===== config.mk =====
export PLATFORM = sky130hd
export DESIGN_NAME = cache_arbiter_flat
export DESIGN_NICKNAME = d
export VERILOG_FILES = /design/src/rtl/cache_arbiter_if.sv /design/src/rtl/cache_arbiter.sv /design/src/flat_wrapper.sv
export SDC_FILE = /design/constraint.sdc
export NUM_CORES = 1
export LEC_CHECK = 0
export CAP_MARGIN = 20
export CORE_MARGIN = 3
export CORE_UTILIZATION = 42
export CTS_BUF_LIST = sky130_fd_sc_hd__clkbuf_8
export DETAILED_ROUTE_END_ITERATION = 6
export PLACE_DENSITY_LB_ADDON = 0.25
export SLEW_MARGIN = 20
export SYNTH_ARGS = -nofsm -noshare
export SYNTH_HDL_FRONTEND = slang
export SYNTH_SLANG_ARGS = --single-unit

===== constraint.sdc =====
create_clock -name clk -period 2.13 [get_ports clk]
set_input_delay 0.5325 -clock clk [delete_from_list [all_inputs] [get_ports clk]]
set_output_delay 0.5325 -clock clk [all_outputs]
set_load 0.05 [all_outputs]

===== src/rtl/cache_arbiter_if.sv =====
// Requester ports p0/p1 plus the shared cache client port. The arbiter takes the
// slave view, the CPU-side masters and the cache together drive the master view.
interface cache_arbiter_if;
    logic        p0_req,          p1_req;
    logic [31:0] p0_address,      p1_address;
    logic [31:0] p0_data_in,      p1_data_in;
    logic [3:0]  p0_write_enable, p1_write_enable;
    logic        p0_ack,          p1_ack;
    logic [31:0] p0_data_out,     p1_data_out;
    logic        p0_err,          p1_err;
    logic [31:0] c_address;
    logic [31:0] c_data_in;
    logic [3:0]  c_write_enable;
    logic [31:0] c_data_out;
    logic        c_data_out_ready;
    logic        c_busy;
    logic        timeout_flag;

    modport slave (
        input  p0_req, p1_req, p0_address, p1_address, p0_data_in, p1_data_in,
               p0_write_enable, p1_write_enable, c_data_out, c_data_out_ready, c_busy,
        output p0_ack, p1_ack, p0_data_out, p1_data_out, p0_err, p1_err,
               c_address, c_data_in, c_write_enable, timeout_flag
    );

    modport master (
        output p0_req, p1_req, p0_address, p1_address, p0_data_in, p1_data_in,
               p0_write_enable, p1_write_enable, c_data_out, c_data_out_ready, c_busy,
        input  p0_ack, p1_ack, p0_data_out, p1_data_out, p0_err, p1_err,
               c_address, c_data_in, c_write_enable, timeout_flag
    );
endinterface


===== src/rtl/cache_arbiter.sv =====
// Round-robin sharing of one cache client port between p0 (fetch) and p1 (data).
// One transaction in flight; a WAIT-state watchdog turns a silent cache into an error ack.
module cache_arbiter #(
    parameter int TIMEOUT_BITWIDTH = 8
) (
    input  logic           clk,
    input  logic           rst_n,
    cache_arbiter_if.slave bus
);
    // Timeout fires at the end of the (2**W-1)-th WAIT cycle; count starts at 0.
    localparam logic [TIMEOUT_BITWIDTH-1:0] WD_LAST = {{(TIMEOUT_BITWIDTH-1){1'b1}}, 1'b0};

    typedef enum logic [1:0] {ST_IDLE, ST_ISSUE, ST_WAIT, ST_DONE} state_t;

    state_t                      state;
    logic [1:0]                  req, ack, err;
    logic [1:0][31:0]            addr, wdata, rdata;
    logic [1:0][3:0]             we;
    logic                        gnt, prio, nxt, accept;
    logic [TIMEOUT_BITWIDTH-1:0] wdog;
    logic [31:0]                 c_address, c_data_in;
    logic [3:0]                  c_write_enable;
    logic                        timeout_flag;

    assign req   = {bus.p1_req, bus.p0_req};
    assign addr  = {bus.p1_address, bus.p0_address};
    assign wdata = {bus.p1_data_in, bus.p0_data_in};
    assign we    = {bus.p1_write_enable, bus.p0_write_enable};

    assign bus.p0_ack         = ack[0];
    assign bus.p1_ack         = ack[1];
    assign bus.p0_err         = err[0];
    assign bus.p1_err         = err[1];
    assign bus.p0_data_out    = rdata[0];
    assign bus.p1_data_out    = rdata[1];
    assign bus.c_address      = c_address;
    assign bus.c_data_in      = c_data_in;
    assign bus.c_write_enable = c_write_enable;
    assign bus.timeout_flag   = timeout_flag;

    // prio names the requester that wins a tie
    assign nxt    = (req[0] && req[1]) ? prio : req[1];
    // A write completes on the first not-busy cycle; a read also needs ready.
    assign accept = !bus.c_busy && ((|c_write_enable) || bus.c_data_out_ready);

    always_ff @(posedge clk or negedge rst_n) begin
        if (!rst_n) begin
            state          <= ST_IDLE;
            gnt            <= 1'b0;
            prio           <= 1'b0;
            wdog           <= '0;
            ack            <= '0;
            err            <= '0;
            rdata          <= '0;
            c_address      <= '0;
            c_data_in      <= '0;
            c_write_enable <= '0;
            timeout_flag   <= 1'b0;
        end else begin
            case (state)
                ST_IDLE: begin
                    c_write_enable <= '0;
                    if (|req) begin
                        gnt            <= nxt;
                        c_address      <= addr[nxt];
                        c_data_in      <= wdata[nxt];
                        c_write_enable <= we[nxt];
                        state          <= ST_ISSUE;
                    end
                end
                ST_ISSUE: begin
                    // cache status here still reflects the previous address
                    wdog  <= '0;
                    state <= ST_WAIT;
                end
                ST_WAIT: begin
                    if (accept) begin
                        if (c_write_enable == 4'h0) rdata[gnt] <= bus.c_data_out;
                        c_write_enable <= '0;
                        ack[gnt]       <= 1'b1;
                        state          <= ST_DONE;
                    end else if (wdog == WD_LAST) begin
                        c_write_enable <= '0;
                        ack[gnt]       <= 1'b1;
                        err[gnt]       <= 1'b1;
                        timeout_flag   <= 1'b1;
                        state          <= ST_DONE;
                    end else begin
                        wdog <= wdog + 1'b1;
                    end
                end
                ST_DONE: begin
                    ack            <= '0;
                    err            <= '0;
                    c_write_enable <= '0;
                    prio           <= ~gnt;
                    state          <= ST_IDLE;
                end
                default: state <= ST_IDLE;
            endcase
        end
    end
endmodule


===== src/flat_wrapper.sv =====
// flat-port wrapper written by rule: the top's interface ports become plain ports
module cache_arbiter_flat 
#(
    parameter int TIMEOUT_BITWIDTH = 8
)
  (clk, rst_n, bus_p0_req, bus_p1_req, bus_p0_address, bus_p1_address, bus_p0_data_in, bus_p1_data_in, bus_p0_write_enable, bus_p1_write_enable, bus_c_data_out, bus_c_data_out_ready, bus_c_busy, bus_p0_ack, bus_p1_ack, bus_p0_data_out, bus_p1_data_out, bus_p0_err, bus_p1_err, bus_c_address, bus_c_data_in, bus_c_write_enable, bus_timeout_flag);
  cache_arbiter_if bus_i ();
  input  logic clk;
  input  logic rst_n;
  input wire logic [$bits(bus_i.p0_req)-1:0] bus_p0_req;
  input wire logic [$bits(bus_i.p1_req)-1:0] bus_p1_req;
  input wire logic [$bits(bus_i.p0_address)-1:0] bus_p0_address;
  input wire logic [$bits(bus_i.p1_address)-1:0] bus_p1_address;
  input wire logic [$bits(bus_i.p0_data_in)-1:0] bus_p0_data_in;
  input wire logic [$bits(bus_i.p1_data_in)-1:0] bus_p1_data_in;
  input wire logic [$bits(bus_i.p0_write_enable)-1:0] bus_p0_write_enable;
  input wire logic [$bits(bus_i.p1_write_enable)-1:0] bus_p1_write_enable;
  input wire logic [$bits(bus_i.c_data_out)-1:0] bus_c_data_out;
  input wire logic [$bits(bus_i.c_data_out_ready)-1:0] bus_c_data_out_ready;
  input wire logic [$bits(bus_i.c_busy)-1:0] bus_c_busy;
  output wire logic [$bits(bus_i.p0_ack)-1:0] bus_p0_ack;
  output wire logic [$bits(bus_i.p1_ack)-1:0] bus_p1_ack;
  output wire logic [$bits(bus_i.p0_data_out)-1:0] bus_p0_data_out;
  output wire logic [$bits(bus_i.p1_data_out)-1:0] bus_p1_data_out;
  output wire logic [$bits(bus_i.p0_err)-1:0] bus_p0_err;
  output wire logic [$bits(bus_i.p1_err)-1:0] bus_p1_err;
  output wire logic [$bits(bus_i.c_address)-1:0] bus_c_address;
  output wire logic [$bits(bus_i.c_data_in)-1:0] bus_c_data_in;
  output wire logic [$bits(bus_i.c_write_enable)-1:0] bus_c_write_enable;
  output wire logic [$bits(bus_i.timeout_flag)-1:0] bus_timeout_flag;
  assign bus_i.p0_req = bus_p0_req;
  assign bus_i.p1_req = bus_p1_req;
  assign bus_i.p0_address = bus_p0_address;
  assign bus_i.p1_address = bus_p1_address;
  assign bus_i.p0_data_in = bus_p0_data_in;
  assign bus_i.p1_data_in = bus_p1_data_in;
  assign bus_i.p0_write_enable = bus_p0_write_enable;
  assign bus_i.p1_write_enable = bus_p1_write_enable;
  assign bus_i.c_data_out = bus_c_data_out;
  assign bus_i.c_data_out_ready = bus_c_data_out_ready;
  assign bus_i.c_busy = bus_c_busy;
  assign bus_p0_ack = bus_i.p0_ack;
  assign bus_p1_ack = bus_i.p1_ack;
  assign bus_p0_data_out = bus_i.p0_data_out;
  assign bus_p1_data_out = bus_i.p1_data_out;
  assign bus_p0_err = bus_i.p0_err;
  assign bus_p1_err = bus_i.p1_err;
  assign bus_c_address = bus_i.c_address;
  assign bus_c_data_in = bus_i.c_data_in;
  assign bus_c_write_enable = bus_i.c_write_enable;
  assign bus_timeout_flag = bus_i.timeout_flag;
  cache_arbiter #(.TIMEOUT_BITWIDTH(TIMEOUT_BITWIDTH)) u_core (.clk(clk), .rst_n(rst_n), .bus(bus_i));
endmodule

== Yosys cells after proc, flatten, opt, wreduce, memory -nomap -nowiden ==
Index checks and enable logic that the tools add are counted.
Storage, ports and cells
  flip-flop bits (word level): 149
Cells by class
  $add $sub $neg: 1
  bitwise logic cells: 4
  eq/ne operators: 9
  $lt $le $gt $ge: 3
  multiplexer cells: 29
  reductions and logical operators: 20
Operators with widths (count)
  $mux W32: 5
  $bwmux W64: 1
  $demux W32 S1: 1
  $mux W4: 5
  $mux W8: 2
  $pmux W8 S2: 1
  $mux W2: 7
  $pmux W4 S3: 1
  $reduce_and A3 Y1: 4
  $add A8 B1 Y8 const B: 1
  $eq A8 B8 Y1 const B: 1
  $pmux W2 S2: 2
  $pmux W2 S4: 1
  $reduce_and A2 Y1: 4
  $eq A2 B2 Y1 const B: 2
  $logic_not A4 Y1: 1
  $lt A1 B2 Y1 const B: 2
  $ne A2 B1 Y1 const B: 2
  $ne A2 B2 Y1 const B: 2
  $or A2 B2 Y2: 2
  $reduce_bool A2 Y1: 2
  $reduce_or A4 Y1: 1
  $logic_and A1 B1 Y1: 3
  $ne A3 B1 Y1 const B: 1
  10 further kinds: 12

== Logic depth before layout (Yosys ltp) ==
  depth after elaboration: 8
  mapped depth: 8
  mapped depth without buffers: 6

== Least setup slack after synthesis ==
OpenSTA, ideal clock, no wires.
  path kind: reg-to-reg
  from: reg u_core.c_write_enable[1] (netlist: u_core.bus.c_write_enable[1])
  to: reg u_core.rdata, in the netlist u_core.bus.p0_data_out[10]
  cell stages (with the launch flop): 5
  library setup time: 0.125 ns
  arrival: 2.068 ns
  path slack: -0.063 ns
  required time: 2.005 ns
  period minus slack after synthesis: 2.193 ns
  cells stage by stage: dfrtp_1 > or4_4 > nor4_4 > buf_4 > mux2_2
Between the ends
  longest elaborated chain between the ends: 4
  elaborated cells on any way between the ends: 5
RTL lines
  start: declaration: line cache_arbiter.sv:22  | logic [3:0] c_write_enable;
  start signal: assignment: line cache_arbiter.sv:67  | c_write_enable <= we[nxt];
  $reduce_or A4 Y1: line cache_arbiter.sv:44  | assign accept = !bus.c_busy && ((|c_write_enable) || bus.c_data_out_ready);
  $logic_or A1 B1 Y1: line cache_arbiter.sv:44
  $logic_and A1 B1 Y1: line cache_arbiter.sv:44
  $reduce_and A3 Y1 (no line) *
  end signal: indexed assignment: line cache_arbiter.sv:78  | if (c_write_enable == 4'h0) rdata[gnt] <= bus.c_data_out;
  end: declaration: line cache_arbiter.sv:17  | logic [1:0][31:0] addr, wdata, rdata;
Every way passes the cells marked *; elsewhere a longest branch is shown, timed or not.
A chain may end at the register's enable or synchronous reset.

== Worst setup path after layout ==
  from: reg u_core.c_write_enable[1] (netlist: u_core.bus.c_write_enable[1])
  to: reg u_core.wdog[3]
Between the ends
  longest elaborated chain between the ends: 5
RTL lines
  $reduce_or A4 Y1: line cache_arbiter.sv:44
  $logic_or A1 B1 Y1: line cache_arbiter.sv:44
  $logic_and A1 B1 Y1: line cache_arbiter.sv:44
  $ne A2 B2 Y1 (no line)
  $reduce_and A3 Y1 (no line)
  end signal: assignment: line cache_arbiter.sv:89  | wdog <= wdog + 1'b1;
  end: declaration: line cache_arbiter.sv:20  | logic [TIMEOUT_BITWIDTH-1:0] wdog;
No other way between the ends.

==> flow_metrics.py <==
metrics = {
    "outcome": {
        "outcome": "complete, no violations",
    },
    "routing": {
        "routed_wl_mm": 19.5,
        "drt_iter0_drc": 193,
        "avgViaCountPerCell": 5.12,
        "drt_first_pass_iters": 4,
        "ant_nets": 0,
        "wire_per_inst_um": 18.5,
        "remaining_drc_errors": 0,
        "dr_total_vias": 5393,
    },
    "yosys": {
        "syn_nets": 725,
        "synth_compound_area_frac": 0.0904,
        "ys_ff_latch": 149,
        "ys_warn_count": 0,
        "yosysUniqueCellTypes": 45,
        "synth_edf_count": 0,
        "synth_common_cells": "dfrtp_1 (149), nand2_1 (77), mux2i_1 (70)",
        "synth_xor_area_frac": 0,
        "avgSynthCellArea_um2": 12.0,
        "ys_seq_area_frac": 0.571,
        "syn_area_mm2": 0.00653,
        "synthArstFlopShare": 1.00,
        "ys_top_cells_by_area": "dfrtp_1 (57%), mux2i_1 (11%), mux2_2 (11%)",
        "ys.flop_type": "dfrtp_1",
        "synthMuxAreaShare": 0.218,
        "synth_cells": 544,
        "yosysTopAreaCellShare": 0.571,
        "synth_top_family_by_area": "multiplexers",
        "synth_simple_gate_area_frac": 0.0774,
        "synthAdderAreaFrac": 0.0134,
        "yosysTopAreaCell": "dfrtp_1",
        "synth_most_common_cell": "dfrtp_1",
    },
    "floorplan": {
        "die_w_um": 131,
        "core.rowCount": 44,
        "core-area_mm2": 0.0149,
        "die_area_mm2": 0.0171,
        "die_height_um": 131,
        "io_pins": 311,
        "start_util": 0.439,
    },
    "global_route": {
        "grt_pass1_wl_mm": 29.5,
        "grt_max_degree": 62,
        "track_usage": 0.226,
        "grt-ovfl-total": 0,
        "antenna_found_initial": 0,
        "grt_pass1_vias": 5678,
    },
    "final_layout": {
        "layout-drive-gt1-share": 0.159,
        "area_delta_synth_final_pct": 56.0,
        "stdcell_area_mm2": 0.0102,
        "layout.nets": 1038,
        "fin_util": 0.686,
    },
    "worst_setup_path": {
        "critPathLaunchType": "flop",
        "cp.required_ps": 2470,
        "cp.arrival_ps": 2360,
        "path_max_fanout": 14,
        "end_kind": "flop",
        "crit_type": "flop to flop",
    },
    "pwr": {
        "leakage_uw": 0.00499,
        "p_per_area_mw_per_mm2": 1550,
        "irDropWorstVdd_v": 0.000993,
        "power_uw": 15800,
    },
    "timing": {
        "skew_ps": 7.42,
        "worst_pin_slew_ps": 547,
        "slew_viol_final": 0,
        "period_share": 0.950,
        "timing.final.crit_period_ps": 2020,
        "fmax_mhz": 494,
        "grt_setup_unrepaired": "false",
        "setup_violations": 0,
        "relSlewSlack": 0.637,
        "hold_viol_final": 0,
    },
    "flow_run": {
        "drv_cap": 0,
    },
    "placement": {
        "io_buffers": 310,
        "hpwl_mm": 15.4,
        "gp_congestion": 0.835,
        "place_area_mm2": 0.00994,
    },
    "clocking": {
        "htree_levels": 4,
        "clkTransAtPathRegs_ps": 80,
        "cts_tree": "done",
        "cts_num_sinks": 149,
        "clockRootBuffer": "clkbuf_8",
        "clk_latency_ps": 450,
        "clockBufferDepth": 2,
        "cts_buffers": 17,
    },
    "min_path": {
        "hp-class": "flop to flop",
    },
}
==> layout by cell type (no fill, tap or decap), types with 2 or more instances in the layout <==
| master | n |
|---|---|
| o211ai_1 | 4 |
| mux2_1 | 2 |
| ha_1 | 7 |
| inv_1 | 14 |
| nor4_1 | 2 |
| dfrtp_2 | 3 |
| clkdlybuf4s50_1 | 172 |
| or3_1 | 3 |
| nand3b_1 | 2 |
| o22ai_1 | 4 |
| diode_2 | 2 |
| nor2_1 | 4 |
| nand3_1 | 4 |
| nand2_1 | 76 |
| clkinvlp_4 | 3 |
| buf_4 | 24 |
| dfrtp_1 | 146 |
| a21oi_1 | 3 |
| clkinv_2 | 3 |
| mux2i_1 | 70 |
| buf_12 | 10 |
| bufinv_16 | 2 |
| clkinv_4 | 3 |
| nand4_1 | 6 |
| mux2_2 | 62 |
| nor3_1 | 2 |
| a31oi_1 | 3 |
| dlygate4sd2_1 | 119 |
| o221ai_1 | 5 |
| o21ai_0 | 66 |
| clkbuf_8 | 18 |
==> registers in the layout, indices dropped and copies added (netlist names) <==
signal	cells
u_core.ack	2
u_core.bus.c_address	32
u_core.bus.c_data_in	32
u_core.bus.c_write_enable	4
u_core.bus.p0_data_out	32
u_core.bus.p1_data_out	32
u_core.bus.timeout_flag	1
u_core.err	2
u_core.gnt	1
u_core.prio	1
u_core.state	2
u_core.wdog	8
==> power by group <==
part / leakage, uW / switching, uW / internal, uW
Sequential: 0.00188 / 698 / 4080
Clock: 0.000187 / 1060 / 1060
Combinational: 0.00293 / 6300 / 2630
==> stage by stage <==
step / TNS, ps / cells / setup WS [ps] / hold WS [ps]
2_1_floorplan: 0 / 544 / 23.3 / 237
3_3_place_gp: 0 / 1021 / 20.9 / 453
3_5_place_dp: -591 / 1021 / -32.4 / 461
4_1_cts: 0 / 1052 / 87.5 / 473
5_1_grt: 0 / 1052 / 12.6 / 492
6_report: 0 / 1054 / 106 / 469
==> final cells by class <==
class	count	area [um^2]
diodes	2	5.00
flip-flops and latches	149	3730
multi-input cells	348	2620
fillers	1159	4670
clock inverters	12	133
well taps	184	230
clock buffers	18	248
repair buffers	327	3170
inverters	14	52.6
==> cells by family after synthesis <==
group	Yosys count
buffers and inverters	47
multiplexers	134
AND/OR/NAND/NOR	109
AO/OA/AOI/OAI	98
adder cells (fa/ha/maj)	7
flip-flops	149
==> final timing paths <==
path | slack [ps] | cells after the start | start | endpoint
worst max-delay path | 110 | 4 | u_core.bus.c_write_enable[1] | u_core.wdog[3]
worst min-delay path | 470 | 1 | u_core.bus.timeout_flag | u_core.bus.timeout_flag
worst max register to register | 110 | 4 | u_core.bus.c_write_enable[1] | u_core.wdog[3]
worst min register to register | 470 | 1 | u_core.bus.timeout_flag | u_core.bus.timeout_flag
max in group asynchronous | 930 | 3 | rst_n | u_core.bus.c_address[24]
min in group asynchronous | 580 | 2 | rst_n | u_core.bus.p1_data_out[6]
==> worst max-delay path, stage by stage, from the launching register on <==
cell and delay (ps):
dfrtp_2 420, or4_4 590, o21ba_4 270, or3_1 370, o311ai_1 270
==> per-layer routing <==
metal / vias to the layer above / wire length, um / GRT usage
li1: 2557 / - / -
met1: 2553 / 7180 / 0.253
met2: 248 / 9770 / 0.389
met3: 35 / 1900 / 0.0829
met4: 0 / 616 / 0.0974
met5: - / 0 / 0
==> repair_timing <==
action,4_1_cts,5_1_grt
hold buffers,1,0
setup buffers,0,0
setup endpoints to repair,119,0
gates resized for setup,119,0
endpoints found under the hold margin,39,0
Note: power is estimated with default switching activity, not from simulation.
